File: src/rtl/playback_voice_sched_if.sv
// Bundles the scheduler's trigger, BRAM and mixed-output signals.
// The slave modport is the scheduler; the master modport is the controller, BRAM and sink side.
interface playback_voice_sched_if #(
    parameter int ADDR_WIDTH = 16,
    parameter int NUM_VOICES = 4,
    parameter int VID_W      = 2
);
    logic                    enable;
    logic                    trig_valid;
    logic [VID_W-1:0]        trig_voice;
    logic [ADDR_WIDTH-1:0]   trig_start;
    logic [ADDR_WIDTH-1:0]   trig_len;
    logic                    trig_loop;
    logic                    stop_all;
    logic [ADDR_WIDTH-1:0]   bram_addr;
    logic [15:0]             bram_dout;
    logic signed [15:0]      data_out;
    logic                    valid_out;
    logic [NUM_VOICES-1:0]   voice_active;
    logic                    busy;
    logic                    overrun;
    logic [1:0]              state_dbg;

    // Triggers are single-cycle commands with no back-pressure: trig_valid is
    // acted on in the cycle it is high. valid_out is a one-cycle strobe with no
    // ready; the sink must take data_out in that cycle.
    modport slave (
        input  enable, trig_valid, trig_voice, trig_start, trig_len, trig_loop,
               stop_all, bram_dout,
        output bram_addr, data_out, valid_out, voice_active, busy, overrun,
               state_dbg
    );

    modport master (
        output enable, trig_valid, trig_voice, trig_start, trig_len, trig_loop,
               stop_all, bram_dout,
        input  bram_addr, data_out, valid_out, voice_active, busy, overrun,
               state_dbg
    );
endinterface

File: src/rtl/playback_voice_sched.sv
// Sweeps all voices on each sample tick, reading one sample per active voice from
// a single-port BRAM, and emits the 16-bit saturated sum of those samples.
module playback_voice_sched #(
    parameter int MEM_DEPTH  = 44000,
    parameter int ADDR_WIDTH = $clog2(MEM_DEPTH),
    parameter int NUM_VOICES = 4,
    parameter int VID_W      = $clog2(NUM_VOICES)
) (
    input logic                   clk,
    input logic                   rst,
    playback_voice_sched_if.slave io
);
    localparam int ACC_W = 16 + VID_W;
    localparam logic [VID_W-1:0]    LAST_VID = VID_W'(NUM_VOICES - 1);
    localparam logic [ADDR_WIDTH:0] DEPTH_X  = (ADDR_WIDTH + 1)'(MEM_DEPTH);

    typedef enum logic [1:0] {IDLE = 2'd0, ISSUE = 2'd1, CAPT = 2'd2, MIX = 2'd3} state_t;

    state_t                  state, state_nxt;
    logic [VID_W-1:0]        vid;
    logic [ACC_W-1:0]        acc;
    logic [ADDR_WIDTH-1:0]   addr_q;
    logic [ADDR_WIDTH-1:0]   base_q [NUM_VOICES];
    logic [ADDR_WIDTH-1:0]   len_q  [NUM_VOICES];
    logic [ADDR_WIDTH-1:0]   pos_q  [NUM_VOICES];
    logic [NUM_VOICES-1:0]   loop_q;
    logic [NUM_VOICES-1:0]   active_q;
    logic [ADDR_WIDTH:0]     addr_sum;
    logic [ADDR_WIDTH:0]     addr_wrap;
    logic                    pos_ovf, neg_ovf;
    logic [15:0]             sat;
    logic                    trig_load;

    always_ff @(posedge clk) begin
        if (rst) state <= IDLE;
        else     state <= state_nxt;
    end

    always_comb begin
        state_nxt = state;
        case (state)
            IDLE:    if (io.enable) state_nxt = ISSUE;
            ISSUE:   state_nxt = CAPT;
            CAPT:    state_nxt = (vid == LAST_VID) ? MIX : ISSUE;
            MIX:     state_nxt = IDLE;
            default: state_nxt = IDLE;
        endcase
    end

    // Clip addresses wrap around the end of the BRAM rather than overflowing the bus.
    assign addr_sum  = {1'b0, base_q[vid]} + {1'b0, pos_q[vid]};
    assign addr_wrap = (addr_sum >= DEPTH_X) ? (addr_sum - DEPTH_X) : addr_sum;
    assign io.bram_addr = (state == ISSUE) ? addr_wrap[ADDR_WIDTH-1:0] : addr_q;

    assign pos_ovf = !acc[ACC_W-1] && (|acc[ACC_W-2:15]);
    assign neg_ovf =  acc[ACC_W-1] && !(&acc[ACC_W-2:15]);
    assign sat     = pos_ovf ? 16'h7fff : (neg_ovf ? 16'h8000 : acc[15:0]);

    assign trig_load = io.trig_valid && (io.trig_len != '0) && !io.stop_all;

    always_ff @(posedge clk) begin
        if (rst) begin
            vid         <= '0;
            acc         <= '0;
            addr_q      <= '0;
            loop_q      <= '0;
            active_q    <= '0;
            io.data_out <= '0;
            io.valid_out <= 1'b0;
            io.overrun  <= 1'b0;
            for (int i = 0; i < NUM_VOICES; i++) begin
                base_q[i] <= '0;
                len_q[i]  <= '0;
                pos_q[i]  <= '0;
            end
        end else begin
            io.valid_out <= 1'b0;
            addr_q       <= io.bram_addr;
            if (io.enable && (state != IDLE)) io.overrun <= 1'b1;

            case (state)
                IDLE: begin
                    if (io.enable) begin
                        acc <= '0;
                        vid <= '0;
                    end
                end
                CAPT: begin
                    vid <= vid + VID_W'(1);
                    if (active_q[vid]) begin
                        acc <= acc + {{VID_W{io.bram_dout[15]}}, io.bram_dout};
                        if (pos_q[vid] == len_q[vid] - ADDR_WIDTH'(1)) begin
                            pos_q[vid]    <= '0;
                            active_q[vid] <= loop_q[vid];
                        end else begin
                            pos_q[vid] <= pos_q[vid] + ADDR_WIDTH'(1);
                        end
                    end
                end
                MIX: begin
                    io.data_out  <= sat;
                    io.valid_out <= 1'b1;
                end
                default: ;
            endcase

            // Later assignments win: a trigger overrides the sweep's update of the
            // same voice, and stop_all overrides both.
            if (trig_load) begin
                base_q[io.trig_voice]   <= io.trig_start;
                len_q[io.trig_voice]    <= io.trig_len;
                pos_q[io.trig_voice]    <= '0;
                loop_q[io.trig_voice]   <= io.trig_loop;
                active_q[io.trig_voice] <= 1'b1;
            end
            if (io.stop_all) active_q <= '0;
        end
    end

    assign io.voice_active = active_q;
    assign io.busy         = (state != IDLE);
    assign io.state_dbg    = state;
endmodule
File: src/flat_wrapper.sv
// flat-port wrapper written by rule: the top's interface ports become plain ports
module playback_voice_sched_flat 
#(
    parameter int MEM_DEPTH  = 44000,
    parameter int ADDR_WIDTH = $clog2(MEM_DEPTH),
    parameter int NUM_VOICES = 4,
    parameter int VID_W      = $clog2(NUM_VOICES)
)
  (clk, rst, io_enable, io_trig_valid, io_trig_voice, io_trig_start, io_trig_len, io_trig_loop, io_stop_all, io_bram_dout, io_bram_addr, io_data_out, io_valid_out, io_voice_active, io_busy, io_overrun, io_state_dbg);
  playback_voice_sched_if #(.ADDR_WIDTH(ADDR_WIDTH), .NUM_VOICES(NUM_VOICES), .VID_W(VID_W)) io_i ();
  input logic clk;
  input logic rst;
  input wire logic [$bits(io_i.enable)-1:0] io_enable;
  input wire logic [$bits(io_i.trig_valid)-1:0] io_trig_valid;
  input wire logic [$bits(io_i.trig_voice)-1:0] io_trig_voice;
  input wire logic [$bits(io_i.trig_start)-1:0] io_trig_start;
  input wire logic [$bits(io_i.trig_len)-1:0] io_trig_len;
  input wire logic [$bits(io_i.trig_loop)-1:0] io_trig_loop;
  input wire logic [$bits(io_i.stop_all)-1:0] io_stop_all;
  input wire logic [$bits(io_i.bram_dout)-1:0] io_bram_dout;
  output wire logic [$bits(io_i.bram_addr)-1:0] io_bram_addr;
  output wire logic [$bits(io_i.data_out)-1:0] io_data_out;
  output wire logic [$bits(io_i.valid_out)-1:0] io_valid_out;
  output wire logic [$bits(io_i.voice_active)-1:0] io_voice_active;
  output wire logic [$bits(io_i.busy)-1:0] io_busy;
  output wire logic [$bits(io_i.overrun)-1:0] io_overrun;
  output wire logic [$bits(io_i.state_dbg)-1:0] io_state_dbg;
  assign io_i.enable = io_enable;
  assign io_i.trig_valid = io_trig_valid;
  assign io_i.trig_voice = io_trig_voice;
  assign io_i.trig_start = io_trig_start;
  assign io_i.trig_len = io_trig_len;
  assign io_i.trig_loop = io_trig_loop;
  assign io_i.stop_all = io_stop_all;
  assign io_i.bram_dout = io_bram_dout;
  assign io_bram_addr = io_i.bram_addr;
  assign io_data_out = io_i.data_out;
  assign io_valid_out = io_i.valid_out;
  assign io_voice_active = io_i.voice_active;
  assign io_busy = io_i.busy;
  assign io_overrun = io_i.overrun;
  assign io_state_dbg = io_i.state_dbg;
  playback_voice_sched #(.MEM_DEPTH(MEM_DEPTH), .ADDR_WIDTH(ADDR_WIDTH), .NUM_VOICES(NUM_VOICES), .VID_W(VID_W)) u_core (.clk(clk), .rst(rst), .io(io_i));
endmodule
File: config.mk
export PLATFORM = sky130hd
export DESIGN_NAME = playback_voice_sched_flat
export DESIGN_NICKNAME = d
export VERILOG_FILES = /design/src/rtl/playback_voice_sched_if.sv /design/src/rtl/playback_voice_sched.sv /design/src/flat_wrapper.sv
export SDC_FILE = /design/constraint.sdc
export NUM_CORES = 1
export LEC_CHECK = 0
export BUFFER_PORTS_ARGS = -buffer_cell sky130_fd_sc_hd__clkbuf_2
export CAP_MARGIN = 0
export CELL_PAD_IN_SITES_DETAIL_PLACEMENT = 0
export CELL_PAD_IN_SITES_GLOBAL_PLACEMENT = 2
export CORE_MARGIN = 5
export CORE_UTILIZATION = 25
export CTS_CLUSTER_SIZE = 16
export DETAILED_ROUTE_END_ITERATION = 7
export PLACE_DENSITY_LB_ADDON = 0.1
export SLEW_MARGIN = 0
export SYNTH_ARGS = -nofsm -noshare
export SYNTH_HDL_FRONTEND = slang
export SYNTH_SLANG_ARGS = --single-unit
File: constraint.sdc
create_clock -name clk -period 12.29 [get_ports clk]
set_input_delay 3.0725 -clock clk [delete_from_list [all_inputs] [get_ports clk]]
set_output_delay 3.0725 -clock clk [all_outputs]
set_load 0.1 [all_outputs]
==> impl_results.rst, run 1 <==
.. list-table::
   :header-rows: 1

   * - Metric
     - Value
   * - Clk pin slew, worst setup/hold paths
     - around 60 ps
   * - Post-synth top area cell
     - sky130_fd_sc_hd__edfxtp_1
   * - Cell with the most instances after synthesis
     - sky130_fd_sc_hd__nor2_1
   * - Seq/Total Area, Yosys
     - 48.2%
   * - Number of clock sinks
     - 258
   * - Top sig layer
     - met4
   * - Number of setup violations in the final report
     - 0
   * - Number of instances resized during post-cts repair
     - 0
   * - Seq. cell area
     - 6450 µm²
   * - Top cell type's share of synthesized area
     - between 20% and 30%
   * - Vias in the first global route
     - 10,300
   * - Top achievable clock speed
     - 107 MHz
   * - Asr flop ratio synth
     - 0%
   * - Power density cells
     - ~140 nW/µm²
   * - Met3 wire length
     - 1.50 mm
   * - Half-perimeter wire length of the detailed placement result
     - between 20 and 30 mm
   * - Height of the chip
     - about 240 µm
   * - Kind of start point of the critical path
     - flop
   * - Hold_buf cts
     - 0
   * - Fin crit share
     - between 70 and 80%
   * - Share of post-route cells with drive strength above 1
     - 16.9%
   * - Pin count of the biggest net entering global routing
     - 65
   * - Kind of critical path
     - reg -> out
   * - Overall track demand over capacity in global routing
     - between 10% and 20%
   * - CP endpoint kind
     - primary output
   * - Flip-flop and latch count after synthesis
     - 258
   * - Count of final hold-check violations
     - 0
   * - Cell area after placement
     - 14,600 µm²
   * - Maximum buffer depth of the clock tree
     - 3
   * - Number of nets in the layout
     - about 1,500
   * - End point of the worst hold path
     - u_core.io.data_out[7]
   * - Total overflow reported by the global router
     - 0
   * - Max-slew violation count
     - 0
   * - Run status
     - finished clean
   * - Power after layout
     - 2.15 mW
   * - Worst-path fanout max
     - 28
   * - Crit path top cell by count
     - sky130_fd_sc_hd__a21oi_1
   * - Initial antenna violation count
     - 0
   * - Final setup margin
     - 2910 ps
   * - Tightest slew margin relative to the limit
     - ~23%
   * - Starting density of the core
     - 25.4%
   * - Amount of wire on met2 after detailed routing
     - 19.6 mm
   * - Setup Slack @ Placement
     - between 3000 and 4000 ps
   * - First-pass GRT wire length
     - 64.7 mm
   * - Main flop type after synthesis
     - sky130_fd_sc_hd__dfxtp_1
   * - Inserted Clock Buffers
     - 34
   * - Die extent in x
     - 241 µm
   * - Instance count along the most critical hold path
     - 2
   * - Count of vias placed by the detailed router
     - a little over 10,000
   * - Summed negative setup slack over all endpoints
     - 0 ps
   * - Clk_skew
     - approximately 21 ps
   * - Distinct cells, synth
     - between 70 and 80
   * - Register-to-Register Path Depth
     - 12
   * - Clock Tree Root
     - sky130_fd_sc_hd__clkbuf_16
   * - Largest cells by area after synthesis
     - sky130_fd_sc_hd__edfxtp_1 (29%), sky130_fd_sc_hd__dfxtp_1 (19%), sky130_fd_sc_hd__mux4_2 (8.2%)
   * - Final Core Density
     - 29.6%
   * - Post-Synthesis Net Count
     - approximately 1,400
   * - Multi-input combinational cell area
     - 6420 µm²
   * - Post-synth EDFFs
     - 128
   * - Residual DRC count
     - 0
   * - Path class of the lowest-slack min-delay path
     - reg -> reg
   * - Start point of the worst hold path
     - u_core.io.data_out[7]
   * - Core region area
     - 52,800 µm²
   * - Worst IR Drop VDD
     - 0.0751 mV
   * - Number of primary I/O pins
     - 97
   * - Mean number of vias per cell
     - 4.86
   * - Detailed-route wire length on metal 1
     - 20.5 mm
   * - Delay contributed by the slowest stage of the critical path
     - approximately 850 ps
   * - CTS tree
     - built
   * - Reported leakage power
     - slightly below 6 nW
   * - Count of buffers from port buffering
     - 96
   * - Synth Cell Area
     - 13,400 µm²
   * - Post-DRT Antenna Nets
     - 0
   * - Data arrival at the endpoint of the critical path
     - 6310 ps
   * - Last weighted congestion value of the routability-driven placer
     - 0.746
   * - List of cells traversed by the critical path
     - buf_4, mux4_2, ha_1, a21oi_1, o2111ai_1, a221oi_1, xor2_1, o41ai_1, a21oi_1, o221ai_1, or3_1, nand3_1, clkbuf_2
   * - Required time at the endpoint of the critical path
     - about 9200 ps
   * - Slew of the pin with the lowest slew margin
     - 1160 ps
   * - Layout-stage area growth over the synthesis result
     - 16.9%
   * - Routed wirelength normalized by instance count
     - 20.5 µm
   * - Period minus WS final
     - 9380 ps
   * - DR pass1 iterations
     - 5
   * - Post-CTS setup buffers
     - 0
   * - Flop2flop setup slack
     - 6870 ps
   * - N_diodes
     - 0
   * - Unrepaired setup endpoints after global routing
     - no
   * - Number of standard cells after synthesis
     - 1,279
   * - Most numerous cell types in the synthesized netlist
     - sky130_fd_sc_hd__nor2_1 (193), sky130_fd_sc_hd__dfxtp_1 (130), sky130_fd_sc_hd__edfxtp_1 (128), sky130_fd_sc_hd__nand2_1 (114), sky130_fd_sc_hd__a21oi_1 (67)
   * - YS warnings
     - 0
   * - Final standard cell area without fillers
     - between 15,000 and 20,000 µm²
   * - Rows
     - between 80 and 90
   * - Initial drt markers
     - 562
   * - Die outline area
     - 58,300 µm²
   * - Clk_lat worst skew
     - 540 ps
   * - Number of filler cells placed in the layout
     - between 5,000 and 6,000
   * - Routed wire length
     - 42.6 mm
   * - Count of H-tree levels built during CTS
     - 2
   * - Slowest CP cell
     - sky130_fd_sc_hd__dfxtp_2
   * - Maximum Capacitance Violations
     - 0
   * - Worst r2r dst
     - u_core.addr_q[7]
   * - Syn avg cell area
     - between 10 and 15 µm²
## critical path, delay by kind of cell, from the launching register on
family          cells  cell delay [ps]
compound gates      6             1930
buf+inv             2             1010
flops               1              850
mux                 1              670
simple gates        2              500
xor+xnor            1              420
fa+ha+maj           1              350
## final cells by class
cell class	count	share of cell area, %
inverter	56	1.34
tap	688	5.50
clock inverter	13	1.00
multi-input combinational	895	41.1
clock buffer	44	5.68
timing repair buffer	119	4.18
sequential	258	41.2
## cells in the final DEF, fill, tap and decap left out, types with 6 or more instances in the layout
cell type	instances
sky130_fd_sc_hd__a211oi_1	12
sky130_fd_sc_hd__a21o_1	13
sky130_fd_sc_hd__a21oi_1	66
sky130_fd_sc_hd__a22oi_1	16
sky130_fd_sc_hd__a31oi_1	9
sky130_fd_sc_hd__a32o_1	48
sky130_fd_sc_hd__a32oi_1	9
sky130_fd_sc_hd__and2_1	9
sky130_fd_sc_hd__and3_1	8
sky130_fd_sc_hd__buf_4	23
sky130_fd_sc_hd__clkbuf_1	10
sky130_fd_sc_hd__clkbuf_16	34
sky130_fd_sc_hd__clkbuf_2	96
sky130_fd_sc_hd__dfxtp_1	128
sky130_fd_sc_hd__edfxtp_1	128
sky130_fd_sc_hd__ha_1	40
sky130_fd_sc_hd__inv_1	55
sky130_fd_sc_hd__mux2i_1	11
sky130_fd_sc_hd__mux4_2	49
sky130_fd_sc_hd__nand2_1	114
sky130_fd_sc_hd__nand3_1	26
sky130_fd_sc_hd__nand4_1	6
sky130_fd_sc_hd__nor2_1	192
sky130_fd_sc_hd__nor2b_1	7
sky130_fd_sc_hd__nor3_1	29
sky130_fd_sc_hd__nor4_1	15
sky130_fd_sc_hd__o211ai_1	9
sky130_fd_sc_hd__o21a_1	7
sky130_fd_sc_hd__o21ai_0	41
sky130_fd_sc_hd__or3_1	6
sky130_fd_sc_hd__xnor2_1	41
sky130_fd_sc_hd__xor2_1	21
## sequential cells by signal, indices dropped and copies added, names as in the netlist, named ones only
signal / flops
u_core.pos_q: 64
u_core.len_q: 64
u_core.base_q: 64
u_core.io.overrun: 1
u_core.acc: 18
u_core.io.state_dbg: 2
u_core.io.valid_out: 1
u_core.addr_q: 16
u_core.io.voice_active: 4
u_core.io.data_out: 16
u_core.vid: 2
u_core.loop_q: 4
## how the worst max path moves through the flow
stage,from,to,cells after the start
after floorplan,flop,io_bram_addr[12],17
after global placement,flop,io_bram_addr[7],12
after detailed placement,flop,io_bram_addr[7],13
after CTS,flop,io_bram_addr[7],13
after global routing,flop,io_bram_addr[7],13
final,flop,io_bram_addr[7],13
## metrics by stage
step           hold slack, ps  cells
2_1_floorplan             429   1279
3_3_place_gp              440   2016
3_5_place_dp              447   2016
4_1_cts                   454   2073
5_1_grt                   468   2073
6_report                  450   2073
## per-layer routing
layer | vias up | global-route usage [%]
met5 | - | 0
met4 | 0 | 4.05
met3 | 50 | 2.24
met2 | 184 | 23.5
met1 | 4902 | 20.2
li1 | 4933 | -
## where the power goes
group | total, mW | leakage, nW | internal [mW] | switching, mW
Sequential | 0.950 | 2.29 | 0.937 | 0.0134
Clock | 0.958 | 0.512 | 0.573 | 0.385
Combinational | 0.240 | 3.00 | 0.0682 | 0.172
Total | 2.15 | 5.80 | 1.58 | 0.570
## kinds of logic after synthesis
group	count (synthesis)	synth area share, %
muxes	61	9.15
xor gates and xnor gates	62	4.06
adders and majority gates	42	4.04
AOI/OAI and AO/OA	278	15.0
and+or+nand+nor	452	15.5
buffers and inverters	126	4.07
DFF	258	48.2
Note: power is estimated with default switching activity, not from simulation.
==> inputs of run 2 (changes only) <==
ABC_AREA = 1   (was unset)
clock period = 7.8 ns   (was 12.29 ns; I/O delays follow)
==> run 2 against run 1 <==
  * Clock skew shrank 4.8 ps
  * Critical path depth grew 9
  * Global-route usage grew 2.3 points
  * Sequential power grew 59%
  * Synthesized cell count grew 51%
  * Wire length grew 26%
  * Sequential share of layout area shrank 3.2 points
  * Highest routed layer is now met5
==> impl_results.rst, run 2 <==
.. list-table::
   :header-rows: 1

   * - Metric
     - Value
   * - Synth Cell Area
     - 14,300 µm²
   * - Kind of start point of the critical path
     - flop
   * - Cell with the most instances after synthesis
     - sky130_fd_sc_hd__nand2_1
   * - Proportion of power drawn by combinational gates
     - roughly 15%
   * - Required time at the endpoint of the critical path
     - 5850 ps
   * - Post-Synthesis Net Count
     - 2,035
   * - Die extent in x
     - around 250 µm
   * - Cell area after placement
     - 15,800 µm²
   * - Period minus WS final
     - 7130 ps
   * - DR pass1 iterations
     - 5
   * - Layout-stage area growth over the synthesis result
     - 18.4%
   * - Cell count after placement
     - ~2,700
   * - Kind of critical path
     - reg -> out
   * - List of cells traversed by the critical path
     - inv_2, buf_4, o21ai_0, o22ai_1, ha_1, nand3_1, nand2_1, nand2_1, nand2_1, xor2_1, ha_1, nand3_1, nor2_1, nand3_1, nand2_1, nand2_1, nand3_2, nand2_1, nand3_1, o21ai_0, inv_1, buf_12
   * - Routed wirelength normalized by instance count
     - 19.2 µm
   * - Residual DRC count
     - 0
   * - Clk_skew
     - 16.6 ps
   * - Flip-flop and latch count after synthesis
     - 258
   * - Last weighted congestion value of the routability-driven placer
     - 0.820
   * - Seq. cell area
     - 6450 µm²
   * - Summed negative setup slack over all endpoints
     - 0 ps
   * - Total overflow reported by the global router
     - 0
   * - Asr flop ratio synth
     - 0%
   * - Overall track demand over capacity in global routing
     - 16.8%
   * - Clk_lat worst skew
     - between 500 and 600 ps
   * - Delay contributed by the slowest stage of the critical path
     - 420 ps
   * - Sw frac
     - 28.5%
   * - Post-DRT Antenna Nets
     - 0
   * - Post-route insts no fill
     - 2,790
   * - Part of the power in the clock network
     - between 40 and 50%
   * - Number of filler cells placed in the layout
     - between 6,000 and 7,000
   * - Maximum Capacitance Violations
     - 0
   * - Unrepaired setup endpoints after global routing
     - no
   * - Fin crit share
     - 91.5%
   * - Routed wire length
     - around 53 mm
   * - Inserted Clock Buffers
     - 35
   * - Vias in the first global route
     - 13,100
   * - Worst-path fanout max
     - 32
   * - Top cell type's share of synthesized area
     - 26.8%
   * - Final setup margin
     - 665 ps
   * - Switch Pwr
     - 1.07 mW
   * - YS warnings
     - 0
   * - Number of standard cells after synthesis
     - around 1,900
   * - Clk pin slew, worst setup/hold paths
     - 60 ps
   * - Highest-count cells in the layout ignoring fill and taps
     - sky130_fd_sc_hd__nand2_1 (533), sky130_fd_sc_hd__nor2_1 (242), sky130_fd_sc_hd__inv_1 (159)
   * - Most numerous cell types in the synthesized netlist
     - sky130_fd_sc_hd__nand2_1 (533), sky130_fd_sc_hd__nor2_1 (248), sky130_fd_sc_hd__inv_1 (159), sky130_fd_sc_hd__a21oi_1 (149), sky130_fd_sc_hd__nand3_1 (132)
   * - Count of buffers from port buffering
     - 96
   * - Largest cells by area after synthesis
     - sky130_fd_sc_hd__edfxtp_1 (27%), sky130_fd_sc_hd__dfxtp_1 (18%), sky130_fd_sc_hd__nand2_1 (14%)
   * - Power after layout
     - 3.77 mW
   * - Sequential fraction of design power
     - 40.0%
   * - Number of setup violations in the final report
     - 0
   * - Count of H-tree levels built during CTS
     - 2
   * - Power density cells
     - 222 nW/µm²
   * - Top achievable clock speed
     - 140 MHz
   * - Syn avg cell area
     - 7.40 µm²
   * - Height of the chip
     - between 200 and 250 µm
   * - Initial drt markers
     - 877
   * - Count of final hold-check violations
     - 0
   * - Share of post-route cells with drive strength above 1
     - 11.0%
   * - Reported leakage power
     - about 7.3 nW
   * - Die outline area
     - 62,200 µm²
   * - CP endpoint kind
     - primary output
   * - Run status
     - finished clean
   * - Max-slew violation count
     - 0
   * - Core region area
     - 56,600 µm²
   * - Int Power
     - between 2 and 3 mW
   * - Final standard cell area without fillers
     - 17,000 µm²
   * - Data arrival at the endpoint of the critical path
     - 5180 ps
   * - Commonest non-fill, non-tap cell in the layout
     - sky130_fd_sc_hd__nand2_1
   * - Tightest slew margin relative to the limit
     - about an eighth
   * - CTS tree
     - built
   * - Main flop type after synthesis
     - sky130_fd_sc_hd__dfxtp_1
   * - Largest registers
     - u_core.base_q: 64 flops, u_core.len_q: 64 flops, u_core.pos_q: 64 flops
   * - Number of primary I/O pins
     - 97
   * - Mean number of vias per cell
     - 4.70
   * - Rows
     - 87
   * - Initial antenna violation count
     - 2
   * - Worst IR Drop VDD
     - 0.112 mV
   * - Crit path top cell by count
     - sky130_fd_sc_hd__nand2_1
   * - Post-synth top area cell
     - sky130_fd_sc_hd__edfxtp_1
   * - Number of nets in the layout
     - 2,108
   * - Slowest CP cell
     - sky130_fd_sc_hd__buf_4
   * - Setup Slack @ Placement
     - 927 ps
   * - Multi-input combinational cell area
     - approximately 6900 µm²
   * - Starting density of the core
     - 25.3%
   * - Slew of the pin with the lowest slew margin
     - 1310 ps
   * - Distinct cells, synth
     - 45
   * - Path class of the lowest-slack min-delay path
     - reg -> reg
   * - Maximum buffer depth of the clock tree
     - 3
   * - Start point of the worst hold path
     - u_core.pos_q[0][12]
   * - Post-synth EDFFs
     - around 130
   * - Half-perimeter wire length of the detailed placement result
     - 36.5 mm
   * - Seq/Total Area, Yosys
     - ~45%
   * - Count of vias placed by the detailed router
     - 13,100
   * - Pin count of the biggest net entering global routing
     - 76
   * - Clock Tree Root
     - sky130_fd_sc_hd__clkbuf_16
   * - First-pass GRT wire length
     - 81.7 mm
   * - Number of clock sinks
     - 258
[run 2: timing repair]
item                       in CTS  in global routing
setup endpoints to repair       0                  9
hold buffers                    0                  0
buffers inserted                0                  0
gates resized for setup         0                  2
[run 2: logic make-up (layout without fill, tap and decap cells)]
kind of cell / Yosys count / in the layout / synth area share, %
and+or+nand+nor: 1047 / 1047 / 31.2
adders and majority gates: 42 / 42 / 3.77
buffers and inverters: 261 / 357 / 7.41
other: 0 / 1 / 0
xor gates and xnor gates: 26 / 26 / 1.59
DFF: 258 / 258 / 45.0
AOI/OAI and AO/OA: 303 / 303 / 11.1
[run 2: metal layers]
| layer | up-vias | GRT usage [%] | part of all wire, % |
|---|---|---|---|
| li1 | 6585 | - | - |
| met3 | 66 | 2.86 | 4.1 |
| met5 | - | 0 | 0.024 |
| met2 | 249 | 27.4 | 45 |
| met1 | 6201 | 23.5 | 48 |
| met4 | 2 | 3.70 | 2.1 |
[run 2: worst paths after layout]
check,to,slack [ps],depth (start not counted)
worst min-delay path,u_core.pos_q[0][12],460,2
worst max-delay path,io_bram_addr[12],670,22
worst max register to register,u_core.addr_q[12],3290,21
worst min register to register,u_core.pos_q[0][12],460,2
[run 2: stage by stage]
stage                     hold WS [ps]  utilization, %
after floorplan                    441               -
after global placement             452            27.9
after detailed placement           456            27.9
after CTS                          465            29.9
after global routing               483            30.0
final                              465            30.0
[run 2: worst max-delay path, delay by kind of cell (launching register included)]
family | cells | cell delay, ps
AND/OR/NAND/NOR | 12 | 1690
buffers and inverters | 4 | 1080
adder cells (fa/ha/maj) | 2 | 570
XOR/XNOR | 1 | 380
AO/OA/AOI/OAI | 3 | 550
flip-flops | 1 | 340
[run 2: power by group through the flow]
stage	clock (mW)	sequential, mW	combinational, mW
after floorplan	0	1.54	0.376
after global placement	0	1.53	0.585
after detailed placement	0	1.53	0.580
after CTS	1.75	1.51	0.581
after global routing	1.80	1.51	0.630
final	1.69	1.51	0.573
[run 2: layout make-up]
| type | instances | share of cell area, % |
|---|---|---|
| flip-flops and latches | 258 | 38.0 |
| well taps | 756 | 5.58 |
| clock inverters | 15 | 1.15 |
| inverters | 173 | 3.83 |
| clock buffers | 45 | 5.82 |
| repair buffers | 124 | 5.07 |
| multi-input cells | 1418 | 40.5 |
| diodes | 1 | 0.0148 |
